### config.mk
export PLATFORM = sky130hd
export DESIGN_NAME = adc_sample_scheduler
export DESIGN_NICKNAME = d
export VERILOG_FILES = /design/src/rtl/adc_sample_scheduler.sv
export SDC_FILE = /design/constraint.sdc
export NUM_CORES = 1
export LEC_CHECK = 0
export BUFFER_PORTS_ARGS = -buffer_cell sky130_fd_sc_hd__buf_4
export CORE_UTILIZATION = 50
export CTS_CLUSTER_DIAMETER = 80
export DETAILED_ROUTE_END_ITERATION = 10
export PLACE_DENSITY = 0.75
export SYNTH_ARGS = -nofsm -noshare
export SYNTH_HDL_FRONTEND = slang
export SYNTH_SLANG_ARGS = --single-unit
export TNS_END_PERCENT = 5
### constraint.sdc
create_clock -name clk -period 3.6 [get_ports clk]
set_clock_uncertainty 0.2 [all_clocks]
set_input_delay 0.18 -clock clk [delete_from_list [all_inputs] [get_ports clk]]
set_output_delay 0.18 -clock clk [all_outputs]
set_load 0.02 [all_outputs]
### src/rtl/adc_sample_scheduler.sv
// adc_sample_scheduler: decides when the ADS7883 driver converts (periodic
// timer or single-shot request), runs a burst of 2^AVG_LOG2 conversions,
// averages them and hands the result out on a valid/ready port. Stalled
// conversions abort with a sticky timeout flag. Results that overwrite an
// unread result raise a sticky overrun flag.
module adc_sample_scheduler #(
  parameter int DIV_W    = 16,
  parameter int AVG_LOG2 = 2,
  parameter int TIMEOUT  = 64
) (
  input  logic             clk,
  input  logic             rst_n,
  input  logic [DIV_W-1:0] period,
  input  logic             start,
  input  logic             clr,
  output logic             adc_en,
  input  logic             adc_cs,
  input  logic [11:0]      adc_data,
  output logic [11:0]      out_data,
  output logic             out_valid,
  input  logic             out_ready,
  output logic             busy,
  output logic             overrun,
  output logic             timeout_err
);

  localparam int ACC_W  = 12 + AVG_LOG2;
  localparam int CNT_W  = AVG_LOG2 + 1;
  localparam int WCNT_W = $clog2(TIMEOUT + 1);
  localparam logic [CNT_W-1:0]  NSAMP = CNT_W'(1 << AVG_LOG2);
  localparam logic [WCNT_W-1:0] WLIM  = WCNT_W'(TIMEOUT - 1);

  typedef enum logic [2:0] {
    S_IDLE, S_TRIG, S_WAIT_LOW, S_WAIT_HIGH, S_CAPTURE, S_RESULT
  } state_e;

  state_e             state_q, state_d;
  logic [DIV_W-1:0]   tcnt_q, tcnt_d;
  logic               pend_q, pend_d;
  logic [CNT_W-1:0]   scnt_q, scnt_d;
  logic [ACC_W-1:0]   acc_q, acc_d;
  logic [WCNT_W-1:0]  wcnt_q, wcnt_d;
  logic [11:0]        out_data_q, out_data_d;
  logic               out_valid_q, out_valid_d;
  logic               overrun_q, overrun_d;
  logic               timeout_q, timeout_d;
  logic               tick;
  logic               overrun_set;
  logic               timeout_set;

  // Periodic timer: one tick every `period` cycles, silent when period is 0.
  always_comb begin
    tick   = (period != '0) && (tcnt_q == '0);
    tcnt_d = tcnt_q;
    if (period == '0) begin
      tcnt_d = '0;
    end else if (tcnt_q == '0) begin
      tcnt_d = period - DIV_W'(1);
    end else begin
      tcnt_d = tcnt_q - DIV_W'(1);
    end
  end

  // Burst sequencer, accumulator, wait watchdog and output/flag next state.
  always_comb begin
    state_d     = state_q;
    pend_d      = pend_q | tick | start;
    scnt_d      = scnt_q;
    acc_d       = acc_q;
    wcnt_d      = wcnt_q;
    out_data_d  = out_data_q;
    out_valid_d = out_valid_q & ~out_ready;
    overrun_set = 1'b0;
    timeout_set = 1'b0;
    adc_en      = 1'b0;
    unique case (state_q)
      S_IDLE: begin
        scnt_d = '0;
        acc_d  = '0;
        if (pend_q || start || tick) begin
          state_d = S_TRIG;
          pend_d  = 1'b0;
        end
      end
      S_TRIG: begin
        adc_en  = 1'b1;
        wcnt_d  = '0;
        state_d = S_WAIT_LOW;
      end
      S_WAIT_LOW: begin
        if (!adc_cs) begin
          wcnt_d  = '0;
          state_d = S_WAIT_HIGH;
        end else if (wcnt_q == WLIM) begin
          timeout_set = 1'b1;
          state_d     = S_IDLE;
        end else begin
          wcnt_d = wcnt_q + WCNT_W'(1);
        end
      end
      S_WAIT_HIGH: begin
        if (adc_cs) begin
          state_d = S_CAPTURE;
        end else if (wcnt_q == WLIM) begin
          timeout_set = 1'b1;
          state_d     = S_IDLE;
        end else begin
          wcnt_d = wcnt_q + WCNT_W'(1);
        end
      end
      S_CAPTURE: begin
        acc_d   = acc_q + ACC_W'(adc_data);
        scnt_d  = scnt_q + CNT_W'(1);
        state_d = (scnt_d == NSAMP) ? S_RESULT : S_TRIG;
      end
      S_RESULT: begin
        out_data_d  = acc_q[ACC_W-1:AVG_LOG2];
        out_valid_d = 1'b1;
        overrun_set = out_valid_q & ~out_ready;
        state_d     = S_IDLE;
      end
      default: state_d = S_IDLE;
    endcase
    overrun_d = overrun_set | (overrun_q & ~clr);
    timeout_d = timeout_set | (timeout_q & ~clr);
  end

  // State and datapath registers; reset aborts any burst immediately.
  always_ff @(posedge clk or negedge rst_n) begin
    if (!rst_n) begin
      state_q     <= S_IDLE;
      tcnt_q      <= '0;
      pend_q      <= 1'b0;
      scnt_q      <= '0;
      acc_q       <= '0;
      wcnt_q      <= '0;
      out_data_q  <= '0;
      out_valid_q <= 1'b0;
      overrun_q   <= 1'b0;
      timeout_q   <= 1'b0;
    end else begin
      state_q     <= state_d;
      tcnt_q      <= tcnt_d;
      pend_q      <= pend_d;
      scnt_q      <= scnt_d;
      acc_q       <= acc_d;
      wcnt_q      <= wcnt_d;
      out_data_q  <= out_data_d;
      out_valid_q <= out_valid_d;
      overrun_q   <= overrun_d;
      timeout_q   <= timeout_d;
    end
  end

  assign busy        = (state_q != S_IDLE);
  assign out_data    = out_data_q;
  assign out_valid   = out_valid_q;
  assign overrun     = overrun_q;
  assign timeout_err = timeout_q;

endmodule

==> impl_metrics.env <==
export IMPL_synth_mux_area_share_pct=4.83
export IMPL_rsz0062_at_grt="no"
export IMPL_synthSimpleGateAreaFrac_pct=21.1
export IMPL_grt_usage_pct=23.9
export IMPL_seq_area_frac_synth_pct=43.2
export IMPL_layout_commonest_cell="dfrtp_1"
export IMPL_fp_dieH_um=84.7
export IMPL_io_pins=51
export IMPL_ys_flop_type="dfrtp_1"
export IMPL_cts_buffer_depth=2
export IMPL_min_path_type="in2reg"
export IMPL_coreArea_mm2=0.00646
export IMPL_synth_xor_area_share_pct=5.12
export IMPL_drv_cap=0
export IMPL_vias=2990
export IMPL_synth_edf_count=0
export IMPL_reg2reg_slack_ns=0.52
export IMPL_multi_input_area_mm2=0.00187
export IMPL_wl_mm=7.89
export IMPL_worstHoldStart="adc_data[0]"
export IMPL_slew_headroom_pct=45.2
export IMPL_arrival_ns=3.14
export IMPL_critPathKind="reg2reg"
export IMPL_reg2reg_to="tcnt_q[9]"
export IMPL_crit_cells=6
export IMPL_drt_iter0_drc=164
export IMPL_fill_cells=556
export IMPL_layout_min_cycle_time_ns=3.08
export IMPL_worstPathCellList="nor3_1, and4_1, and2_0, nand3_1, dlygate4sd3_1, a31oi_1"
export IMPL_path_buf_inv=1
export IMPL_setup_violations=0
export IMPL_yosysWarnings=0
export IMPL_rows=29
export IMPL_grt_max_degree=60
export IMPL_clockRootBuffer="clkbuf_8"
export IMPL_drt_pass1_iter_count=6
export IMPL_register_area_mm2=0.00148
export IMPL_startpoint_type="flip-flop"
export IMPL_synthAdderAreaFrac_pct=6.44
export IMPL_antenna_found_initial=0
export IMPL_pre_cts_ws_ns=0.794
export IMPL_endpoint_kind="flip-flop"
export IMPL_grt_ovfl_total=0
export IMPL_start_util_pct=52.9
export IMPL_viasPerCell=5.89
export IMPL_synth_nets=411
export IMPL_tightest_slew_ns=0.815
export IMPL_crit_end="tcnt_q[9]"
export IMPL_synth_seq_cells=59
export IMPL_required_ns=3.66
export IMPL_first_global_vias=2922
export IMPL_portBuffers=50
export IMPL_fin_ws_ns=0.520
export IMPL_hold_violations=0
export IMPL_clk_latency_ns=0.33
export IMPL_pwr_density_cell_mw_per_mm2=601
export IMPL_h_tree_depth=3
export IMPL_fmax_mhz=325
export IMPL_worst_ir_drop_vdd_uv=407
export IMPL_synth_top_family_by_area="simple AND/OR/NAND/NOR gates"
export IMPL_fin_crit_sh_pct=85.5
export IMPL_dp_hpwl_mm=5.48
export IMPL_ys_types=54
export IMPL_drc=0
export IMPL_fin_cells=508
export IMPL_syn_inst=360
export IMPL_synth_compound_area_share_pct=17.3
export IMPL_cp_top_family="simple AND/OR/NAND/NOR gates"
export IMPL_synthToLayoutAreaGrowth_pct=21.7
export IMPL_die_area_mm2=0.00717
export IMPL_cp_startpoint="tcnt_q[11]"
export IMPL_avgSynthCellArea_um2=9.50
export IMPL_cts_sinks=59
export IMPL_final_nets=478
export IMPL_antenna_left=0
export IMPL_layout_drive_gt1_share_pct=20.2
export IMPL_slowest_stage="and2_0"
export IMPL_cp_max_fo=14
export IMPL_finalSetupTns_ns=0
export IMPL_status="completed"
export IMPL_grt_pass1_wl_mm=13.5
export IMPL_leakagePower_nw=1.86
export IMPL_cts_buffers=9
export IMPL_path_clk_slew_ns=0.07
export IMPL_die_w_um=84.7
export IMPL_num_antenna_cells=0
export IMPL_rr_worst_depth=6
export IMPL_cts_tree="done"
export IMPL_wl_per_cell_um=15.5
export IMPL_post_route_util_pct=64.4
export IMPL_gp_congestion=0.856
export IMPL_max_stage_delay_ns=0.63
export IMPL_dp_cells=480
export IMPL_rr_startpoint="tcnt_q[11]"
export IMPL_layout_common_cells="59 x dfrtp_1, 52 x buf_4, 41 x nor2_1"
export IMPL_cts_resized=0
export IMPL_syn_cell_area_mm2=0.00342
export IMPL_report_final_slew_viol_count=0
export IMPL_synthArstFlopShare_pct=100
[cell usage after synthesis, types with 9 or more instances]
library cell / number / area (um2)
nor2_1: 41 / 154
nor3_1: 14 / 70.1
o21ai_0: 23 / 115
xor2_1: 10 / 87.6
a21oi_1: 20 / 100
nand2_1: 34 / 128
mux2_2: 12 / 135
nand3_1: 10 / 50.1
xnor2_1: 10 / 87.6
ha_1: 16 / 200
dfrtp_1: 59 / 1480
inv_1: 9 / 33.8
[sequential cells by signal (all words and copies together), names as in the netlist]
name / flops
tcnt_q: 16
pend_q: 1
out_data: 12
overrun: 1
wcnt_q: 7
scnt_q: 3
timeout_err: 1
out_valid: 1
state_q: 3
acc_q: 14
[worst reg2reg max path, stage by stage (launching register included)]
cell           delay, ns
dfrtp_1             0.43
nor3_1              0.47
and4_1              0.40
and2_0              0.63
nand3_1             0.14
dlygate4sd3_1       0.59
a31oi_1             0.15
[how the worst min path moves through the flow]
| stage | end | slack [ns] | cells after the start |
|---|---|---|---|
| after floorplan | acc_q[0] | -0.32 | 0 |
| after global placement | tcnt_q[9] | 0.1 | 1 |
| after detailed placement | tcnt_q[9] | 0.11 | 1 |
| after CTS | tcnt_q[0] | 0.01 | 3 |
| after global routing | acc_q[0] | 0.02 | 4 |
| final | acc_q[0] | 0.03 | 4 |
[layer usage]
layer  up-vias  share of wire (%)  track usage (%)
met5         -                  0                0
met4         0                1.6             8.32
met3        16                5.0             6.00
met2        95                 47             38.2
met1      1421                 46             31.8
li1       1458                  -                -
[area by class of cell]
class,instances,area share (%)
multi-input cells,283,45.0
flip-flops and latches,59,35.5
repair buffers,65,12.5
clock buffers,12,3.49
well taps,77,2.32
inverters,9,0.812
clock inverters,3,0.361
[power breakdown]
group / switching, mW / leakage [nW] / internal (mW) / total (mW)
Combinational: 0.546 / 1.01 / 0.444 / 0.990
Sequential: 0.169 / 0.768 / 0.836 / 1.01
Clock: 0.244 / 0.0860 / 0.261 / 0.505
[timing repair]
action / in CTS / in global routing
endpoints found under the hold margin: 71 / 0
setup buffers: 0 / 0
hold buffers: 13 / 0
[logic make-up after synthesis]
| group | Yosys count |
|---|---|
| mux | 15 |
| fa+ha+maj | 17 |
| buf+inv | 18 |
| compound gates | 88 |
| xor+xnor | 20 |
| flops | 59 |
| simple gates | 143 |
[through the flow]
stage / hold WS, ns / instance area [um2] / total power [mW]
floorplan: -0.316 / 3420 / 1.68
global placement: 0.0971 / 3870 / 1.96
detailed placement: 0.106 / 3870 / 2.00
CTS: 0.0106 / 4160 / 2.52
global route: 0.0208 / 4160 / 2.70
finish: 0.0308 / 4160 / 2.50
(Power assumes the default switching activity.)
